==> src/rtl/pipeline_wb_stage.sv <==
// -----------------------------------------------------------------------------
// pipeline_wb_stage
//
// Purpose:
//   Registered MEM/WB boundary with write-back result selection. The
//   memory-stage bundle is captured on the rising clock edge. Load data is
//   aligned and extended, and one of ALU / load / PC+4 / immediate is chosen
//   as the write-back value. The block drives the register-file write port,
//   which doubles as the forwarding path, and counts retired instructions.
//   All outputs are functions of registered state only, so nothing on any
//   *_in port reaches an output combinationally.
//
// Configuration macro:
//   WB_LOAD_EXT_EN - when defined, byte/halfword extraction with sign/zero
//                    extension and misalignment detection are built in.
//                    XLEN must then be 32. When undefined, MemtoReg==1
//                    passes DMem_data_in through unchanged. misalign_o is
//                    tied low, and funct3_in / addr_lo_in are ignored.
//
// Parameters:
//   XLEN  - datapath width
//   RA_W  - register address width
//   CNT_W - retired-instruction counter width (wraps modulo 2^CNT_W)
//
// Ports:
//   clk, rst          - rising-edge clock, asynchronous active-high reset
//   stall_i, flush_i  - hold / invalidate the MEM/WB register (flush wins)
//   valid_in          - MEM bundle is a real instruction
//   RegWrite_in       - instruction writes rd
//   MemtoReg_in       - 0 ALU, 1 load data, 2 PC+4, 3 immediate
//   rd_in             - destination register
//   ALU_in, DMem_data_in, PC4_in, imm_in - candidate results
//   funct3_in         - load type
//   addr_lo_in        - byte offset of the load address
//   rf_we_o, rf_wa_o, rf_wd_o - register-file write port / forwarding data
//   wb_valid_o        - WB slot holds a valid instruction
//   misalign_o        - current WB load is misaligned (write suppressed)
//   retired_o         - retired-instruction count
// -----------------------------------------------------------------------------
module pipeline_wb_stage #(
    parameter int XLEN  = 32,
    parameter int RA_W  = 5,
    parameter int CNT_W = 32
) (
    input  logic             clk,
    input  logic             rst,
    input  logic             stall_i,
    input  logic             flush_i,
    input  logic             valid_in,
    input  logic             RegWrite_in,
    input  logic [1:0]       MemtoReg_in,
    input  logic [RA_W-1:0]  rd_in,
    input  logic [XLEN-1:0]  ALU_in,
    input  logic [XLEN-1:0]  DMem_data_in,
    input  logic [XLEN-1:0]  PC4_in,
    input  logic [XLEN-1:0]  imm_in,
    input  logic [2:0]       funct3_in,
    input  logic [1:0]       addr_lo_in,
    output logic             rf_we_o,
    output logic [RA_W-1:0]  rf_wa_o,
    output logic [XLEN-1:0]  rf_wd_o,
    output logic             wb_valid_o,
    output logic             misalign_o,
    output logic [CNT_W-1:0] retired_o
);

    localparam logic [1:0] SEL_ALU  = 2'd0;
    localparam logic [1:0] SEL_LOAD = 2'd1;
    localparam logic [1:0] SEL_PC4  = 2'd2;
    localparam logic [1:0] SEL_IMM  = 2'd3;

    // -------------------------------------------------------------------------
    // MEM/WB register state
    // -------------------------------------------------------------------------
    logic             valid_q,     valid_d;
    logic             reg_write_q, reg_write_d;
    logic [1:0]       mem_to_reg_q, mem_to_reg_d;
    logic [RA_W-1:0]  rd_q,        rd_d;
    logic [XLEN-1:0]  alu_q,       alu_d;
    logic [XLEN-1:0]  dmem_q,      dmem_d;
    logic [XLEN-1:0]  pc4_q,       pc4_d;
    logic [XLEN-1:0]  imm_q,       imm_d;
    logic [CNT_W-1:0] retired_q,   retired_d;

`ifdef WB_LOAD_EXT_EN
    logic [2:0]       funct3_q,    funct3_d;
    logic [1:0]       addr_lo_q,   addr_lo_d;
`else
    // Load-type inputs have no effect in this build.
    logic             unused_ext_inputs;
    assign unused_ext_inputs = ^{funct3_in, addr_lo_in};
`endif

    // The slot leaves WB on any edge that is not a pure stall; a flush
    // evicts the current occupant, so it counts as leaving too.
    logic slot_advance;
    assign slot_advance = !stall_i || flush_i;

    always_comb begin
        // Data fields load whenever the register is not stalled. On a flush
        // their contents are don't-care because valid is cleared.
        reg_write_d  = reg_write_q;
        mem_to_reg_d = mem_to_reg_q;
        rd_d         = rd_q;
        alu_d        = alu_q;
        dmem_d       = dmem_q;
        pc4_d        = pc4_q;
        imm_d        = imm_q;
        if (!stall_i) begin
            reg_write_d  = RegWrite_in;
            mem_to_reg_d = MemtoReg_in;
            rd_d         = rd_in;
            alu_d        = ALU_in;
            dmem_d       = DMem_data_in;
            pc4_d        = PC4_in;
            imm_d        = imm_in;
        end

        // Priority: flush > stall > load.
        if (flush_i) begin
            valid_d = 1'b0;
        end else if (stall_i) begin
            valid_d = valid_q;
        end else begin
            valid_d = valid_in;
        end

        // Each instruction is counted once, on the edge it leaves WB.
        retired_d = retired_q;
        if (valid_q && slot_advance) begin
            retired_d = retired_q + CNT_W'(1);
        end
    end

`ifdef WB_LOAD_EXT_EN
    always_comb begin
        funct3_d  = funct3_q;
        addr_lo_d = addr_lo_q;
        if (!stall_i) begin
            funct3_d  = funct3_in;
            addr_lo_d = addr_lo_in;
        end
    end
`endif

    always_ff @(posedge clk or posedge rst) begin
        if (rst) begin
            valid_q      <= 1'b0;
            reg_write_q  <= 1'b0;
            mem_to_reg_q <= 2'd0;
            rd_q         <= '0;
            alu_q        <= '0;
            dmem_q       <= '0;
            pc4_q        <= '0;
            imm_q        <= '0;
            retired_q    <= '0;
        end else begin
            valid_q      <= valid_d;
            reg_write_q  <= reg_write_d;
            mem_to_reg_q <= mem_to_reg_d;
            rd_q         <= rd_d;
            alu_q        <= alu_d;
            dmem_q       <= dmem_d;
            pc4_q        <= pc4_d;
            imm_q        <= imm_d;
            retired_q    <= retired_d;
        end
    end

`ifdef WB_LOAD_EXT_EN
    always_ff @(posedge clk or posedge rst) begin
        if (rst) begin
            funct3_q  <= 3'd0;
            addr_lo_q <= 2'd0;
        end else begin
            funct3_q  <= funct3_d;
            addr_lo_q <= addr_lo_d;
        end
    end
`endif

    // -------------------------------------------------------------------------
    // Load alignment / extension
    // -------------------------------------------------------------------------
    logic [XLEN-1:0] load_val;
    logic            misalign;

`ifdef WB_LOAD_EXT_EN
    logic [7:0]  load_byte;
    logic [15:0] load_half;
    logic        is_half;
    logic        is_word;

    always_comb begin
        // Byte lane comes straight from addr_lo. The halfword lane ignores
        // addr_lo[0], so a misaligned halfword still yields a defined value.
        load_byte = dmem_q[{addr_lo_q, 3'b000} +: 8];
        load_half = dmem_q[{addr_lo_q[1], 4'b0000} +: 16];

        // funct3[2] selects zero extension for the unsigned variants.
        unique case (funct3_q)
            3'b000:  load_val = {{(XLEN-8){load_byte[7]}}, load_byte};
            3'b100:  load_val = {{(XLEN-8){1'b0}}, load_byte};
            3'b001:  load_val = {{(XLEN-16){load_half[15]}}, load_half};
            3'b101:  load_val = {{(XLEN-16){1'b0}}, load_half};
            default: load_val = dmem_q;
        endcase

        is_half  = (funct3_q[1:0] == 2'b01);
        is_word  = (funct3_q == 3'b010);
        misalign = valid_q && (mem_to_reg_q == SEL_LOAD) &&
                   ((is_half && addr_lo_q[0]) || (is_word && (addr_lo_q != 2'd0)));
    end
`else
    assign load_val = dmem_q;
    assign misalign = 1'b0;
`endif

    // -------------------------------------------------------------------------
    // Write-back select and register-file port
    // -------------------------------------------------------------------------
    logic [XLEN-1:0] wb_data;

    always_comb begin
        unique case (mem_to_reg_q)
            SEL_ALU:  wb_data = alu_q;
            SEL_LOAD: wb_data = load_val;
            SEL_PC4:  wb_data = pc4_q;
            SEL_IMM:  wb_data = imm_q;
            default:  wb_data = alu_q;
        endcase
    end

    // x0 is hard-wired, and a misaligned load must not corrupt rd.
    assign rf_we_o    = valid_q && reg_write_q && (rd_q != '0) && !misalign;
    assign rf_wa_o    = rd_q;
    assign rf_wd_o    = wb_data;
    assign wb_valid_o = valid_q;
    assign misalign_o = misalign;
    assign retired_o  = retired_q;

endmodule

==> config.mk <==
export PLATFORM = sky130hd
export DESIGN_NAME = pipeline_wb_stage
export DESIGN_NICKNAME = d
export VERILOG_FILES = /design/src/rtl/pipeline_wb_stage.sv
export SDC_FILE = /design/constraint.sdc
export NUM_CORES = 1
export LEC_CHECK = 0
export BUFFER_PORTS_ARGS = -buffer_cell sky130_fd_sc_hd__buf_2
export CORE_MARGIN = 4
export CORE_UTILIZATION = 47
export CTS_CLUSTER_DIAMETER = 80
export CTS_CLUSTER_SIZE = 20
export DETAILED_ROUTE_END_ITERATION = 6
export PLACE_DENSITY = 0.86
export SLEW_MARGIN = 20
export SYNTH_ARGS = -nofsm -noshare
export SYNTH_HDL_FRONTEND = slang
export SYNTH_SLANG_ARGS = --single-unit
==> constraint.sdc <==
create_clock -name clk -period 5 [get_ports clk]
set_clock_uncertainty 0.2 [all_clocks]
set_input_delay 0.75 -clock clk [delete_from_list [all_inputs] [get_ports clk]]
set_output_delay 0.75 -clock clk [all_outputs]
set_load 0.03 [all_outputs]
# Word level (Yosys, flattened, before mapping)
# Cells that the tools add are included.
dict set report word_totals {
  ff_bits 169
  latch_bits 0
  mem_bits_rw 0
  romBits 0
  mem_count 0
}
dict set report classes {
  n_addsub 1
  n_mul 0
  n_div 0
  order_cmp 0
  eq_ne 4
  n_shift 0
  muxes 3
  n_bitwise 0
  n_reduce_logical 7
}
# operator count
set op_table {}
lappend op_table {{$pmux 32 s4} 1}
lappend op_table {{$add 32x1->32 const B} 1}
lappend op_table {{$reduce_bool 5->1} 1}
lappend op_table {{$eq 2x2->1 const B} 2}
lappend op_table {{$logic_and 1x1->1} 3}
lappend op_table {{$eq 2x1->1 const B} 1}
lappend op_table {{$logic_not 2->1} 1}
lappend op_table {{$mux 1} 2}
lappend op_table {{$ne 2x1->1 const B} 1}
lappend op_table {{$logic_not 1->1} 1}
lappend op_table {{$logic_or 1x1->1} 1}

# Depth between registers and ports, before layout
dict set report depth {
  ltp_word 3
  mapped_depth 5
}

# Least setup slack after synthesis
# No wires, ideal clock.
dict set report synth_path {
  path_type {register to output}
  from {register mem_to_reg_q[0]}
  to {output port rf_wd_o[10]}
  arrival_time_ns 1.405
  required_time_ns 4.050
  path_slack_ns 2.645
  path_stages_with_launch 4
  path_cell_list {dfrtp_1 buf_2 buf_2 mux4_2}
}
dict set report synth_via {
  elab_chain_len 2
  elab_cells_between_ends 5
  classes_between {3 x eq/ne; 1 x mux; 1 x reduce/logical}
}
# element line_no
set synth_rtl {}
lappend synth_rtl {{start, declared} 77} ;# logic [1:0] mem_to_reg_q, mem_to_reg_d;
lappend synth_rtl {{start signal, assigned} 160} ;# mem_to_reg_q <= mem_to_reg_d;
lappend synth_rtl {{$eq 2x2->1, or another cell as far along} 225} ;# unique case (mem_to_reg_q)
lappend synth_rtl {{$pmux 32 s4 *} 225}
lappend synth_rtl {{end, declared} 61} ;# output logic [XLEN-1:0] rf_wd_o,
# Every way passes the cells marked *; elsewhere a longest branch is shown, timed or not.

# Worst setup path after layout
dict set report layout_path {
  from {register mem_to_reg_q[0]}
  to {output port rf_wd_o[18]}
}
# Same word-level chain as after synthesis.

==> impl_metrics.toml <==
[timing]
max_freq_mhz = 301.3
setup_violations = 0
worst_pin_slew_ns = 0.8429
relSlewSlack_pct = 43.81
hold_viol_final = 0
setup_tns_ns = 0
fin_crit_ns = 3.319
maxSlewViolCount = 0
rsz0062_at_grt = "no"
finalCritPeriodShare_pct = 66.38

[floorplanning]
row_count = 45
ios = 218
fp.dieH_um = 132.6
core_area_mm2 = 0.01520
die_x_um = 132.6
die_area_mm2 = 0.01759
start_util_pct = 48.01

[setup_path]
crit_arrival_ns = 2.37
required_ns = 4.05
end_kind = "output pin"
crit_type = "flop to output pin"
worst_setup_path_start_kind = "flop"
path_max_fanout = 20

[synth]
avgSynthCellArea_um2 = 16.08
yosys_warnings = 0
synth.distinct_cells = 31
netlist_area_mm2 = 0.007298
ys_seq_area_share_pct = 57.95
yosys_register_bits = 169
syn_nets = 601
netlist_instances = 454

[routing]
vias = 4650
drtIter0Drc = 180
route.detailed.drc = 0
totalWireLength_um = 16470
drt_pass1_iterations = 4
ant_nets = 0
viasPerCell = 5.363
avgRoutedWirePerCell_um = 18.99

[global_routing]
grt_pass1_vias = 5304
track_usage_pct = 19.51
gr-total-overflow = 0
antenna_found_initial = 0
grt_max_degree = 88
grt_pass1_wl_um = 27190

[clock_network]
clk_pin_slew_worst_paths_ns = 0.06
cts_resized = 0
clkSinkCount = 169
cts_setup_buffers = 0
tritoncts = "done"
cts_hold_buf = 0
cts_inserted_buffers = 17
cts_root_buf = "clkbuf_16"
cts_max_path_buffers = 2
clock_latency_ns = 0.41
cts.htree.levels = 4

[outcome]
status = "finished, final reports clean"

[flow_run]
drv_cap = 0

[finish]
final_area_mm2 = 0.009150
fillers = 1166
drive_above_1_share_pct = 63.77
n_antenna_cell = 0
multi_input_area_mm2 = 0.002945
area_growth_pct = 25.37
layout.nets = 813
seqCellArea_mm2 = 0.004230

[place]
place.gp.congestion = 0.8270
dp_hpwl_um = 11890
placed_area_mm2 = 0.008543
port_buffers = 211

[power]
power_density_mw_per_mm2 = 384.3
max-vdd-ir-drop_mv = 0.2138
power.leakage_nw = 4.230

[worst_hold_path]
hold_class = "input pin to asynchronous set/reset pin"
==> cell families after synthesis <==
kind of cell	Yosys count	share of synthesized area, %
AOI/OAI and AO/OA	1	0.1372
xor gates and xnor gates	31	3.823
DFF	169	57.95
adders and majority gates	1	0.1714
and+or+nand+nor	55	5.023
buffers and inverters	26	1.697
muxes	170	31.15
other	1	0.05138
==> worst paths after layout <==
check	start	slack [ns]	depth (start not counted)	to
min reg2reg	retired_o[31]	0.27	1	retired_o[31]
max reg2reg	retired_o[12]	3.24	5	retired_o[26]
max in group asynchronous	rst	3.50	4	alu_q[16]
max	mem_to_reg_q[0]	1.68	3	rf_wd_o[18]
min	rst	0.09	2	rf_wa_o[3]
min in group clk	retired_o[31]	0.27	1	retired_o[31]
==> sequential cells by signal, indices dropped and copies added, names as in the netlist <==
signal / flops
imm_q: 32
wb_valid_o: 1
alu_q: 32
mem_to_reg_q: 2
rf_wa_o: 5
dmem_q: 32
reg_write_q: 1
pc4_q: 32
retired_o: 32
==> layout by cell type (no fill, tap or decap), drive strengths merged <==
| cell type | n |
|---|---|
| clkbuf | 20 |
| o311a | 1 |
| dfrtp | 169 |
| mux2i | 1 |
| and3 | 7 |
| inv | 4 |
| nand3 | 13 |
| mux2 | 137 |
| clkinv | 4 |
| mux4 | 32 |
| xor2 | 5 |
| xnor2 | 26 |
| ha | 1 |
| buf | 217 |
| or3 | 1 |
| nor3 | 1 |
| bufinv | 2 |
| conb | 1 |
| nand4 | 8 |
| nor2 | 7 |
| and2 | 3 |
| or2b | 1 |
| and4 | 4 |
| clkinvlp | 4 |
| nand2 | 10 |
==> metal layers <==
metal / vias to the layer above / share of wire (%) / global-route usage (%)
li1: 2078 / - / -
met1: 2373 / 37 / 21.76
met2: 176 / 53 / 34.63
met3: 23 / 8.6 / 7.186
met4: 0 / 1.7 / 6.409
met5: - / 0 / 0
==> cells in the mapped netlist <==
cell	instances	area [µm²]
and2_1	3	18.77
nand4_4	1	21.27
inv_1	2	7.510
clkbuf_1	5	18.77
xnor2_1	26	227.7
buf_4	1	7.510
or3_1	1	6.260
buf_2	18	90.09
nor2_4	3	33.78
and4_1	2	17.52
ha_1	1	12.51
conb_1	1	3.750
xor2_1	4	35.03
mux2_2	137	1543
nand3_1	12	60.06
nand4_2	1	12.51
xor2_2	1	16.27
nand3_4	1	17.52
nor3_1	1	5.000
nor2_2	2	12.51
nand4_1	6	37.54
and3_2	3	22.52
o311a_1	1	10.01
and3_1	4	25.02
and4_4	2	22.52
nand2_1	10	37.54
mux4_2	32	720.7
or2b_2	1	8.760
dfrtp_1	169	4229
mux2i_1	1	10.01
nor2_1	2	7.510
==> stage by stage <==
stage               setup slack (ns)  power, mW  utilization [%]  instances  hold WS [ns]
floorplan                      1.895      2.037                -        454        0.2739
global placement               2.029      2.216            56.20        834        0.2614
detailed placement             2.028      2.253            56.20        834        0.2783
CTS                            1.569      3.564            60.06        866        0.2871
global route                   1.493      3.678            60.19        867       0.07904
finish                         1.681      3.517            60.19        867       0.08899
==> power breakdown <==
part	total (mW)	internal (mW)	switching, mW
clock	1.29	0.756	0.538
combinational	0.630	0.292	0.338
sequential	1.59	1.50	0.0962
total	3.52	2.54	0.972
==> layout make-up <==
| type | instances | area share, % |
|---|---|---|
| clock inverter | 12 | 1.532 |
| inverter | 2 | 0.1231 |
| multi-input combinational | 259 | 32.19 |
| clock buffer | 20 | 4.882 |
| timing repair buffer | 217 | 12.47 |
| tap | 188 | 2.571 |
| sequential | 169 | 46.23 |
==> critical path: stages, from the launching register on <==
cell and delay (ns):
dfrtp_2 0.70, buf_4 0.49, mux4_2 0.56, buf_2 0.20
Power figures use the tool's default switching activity.
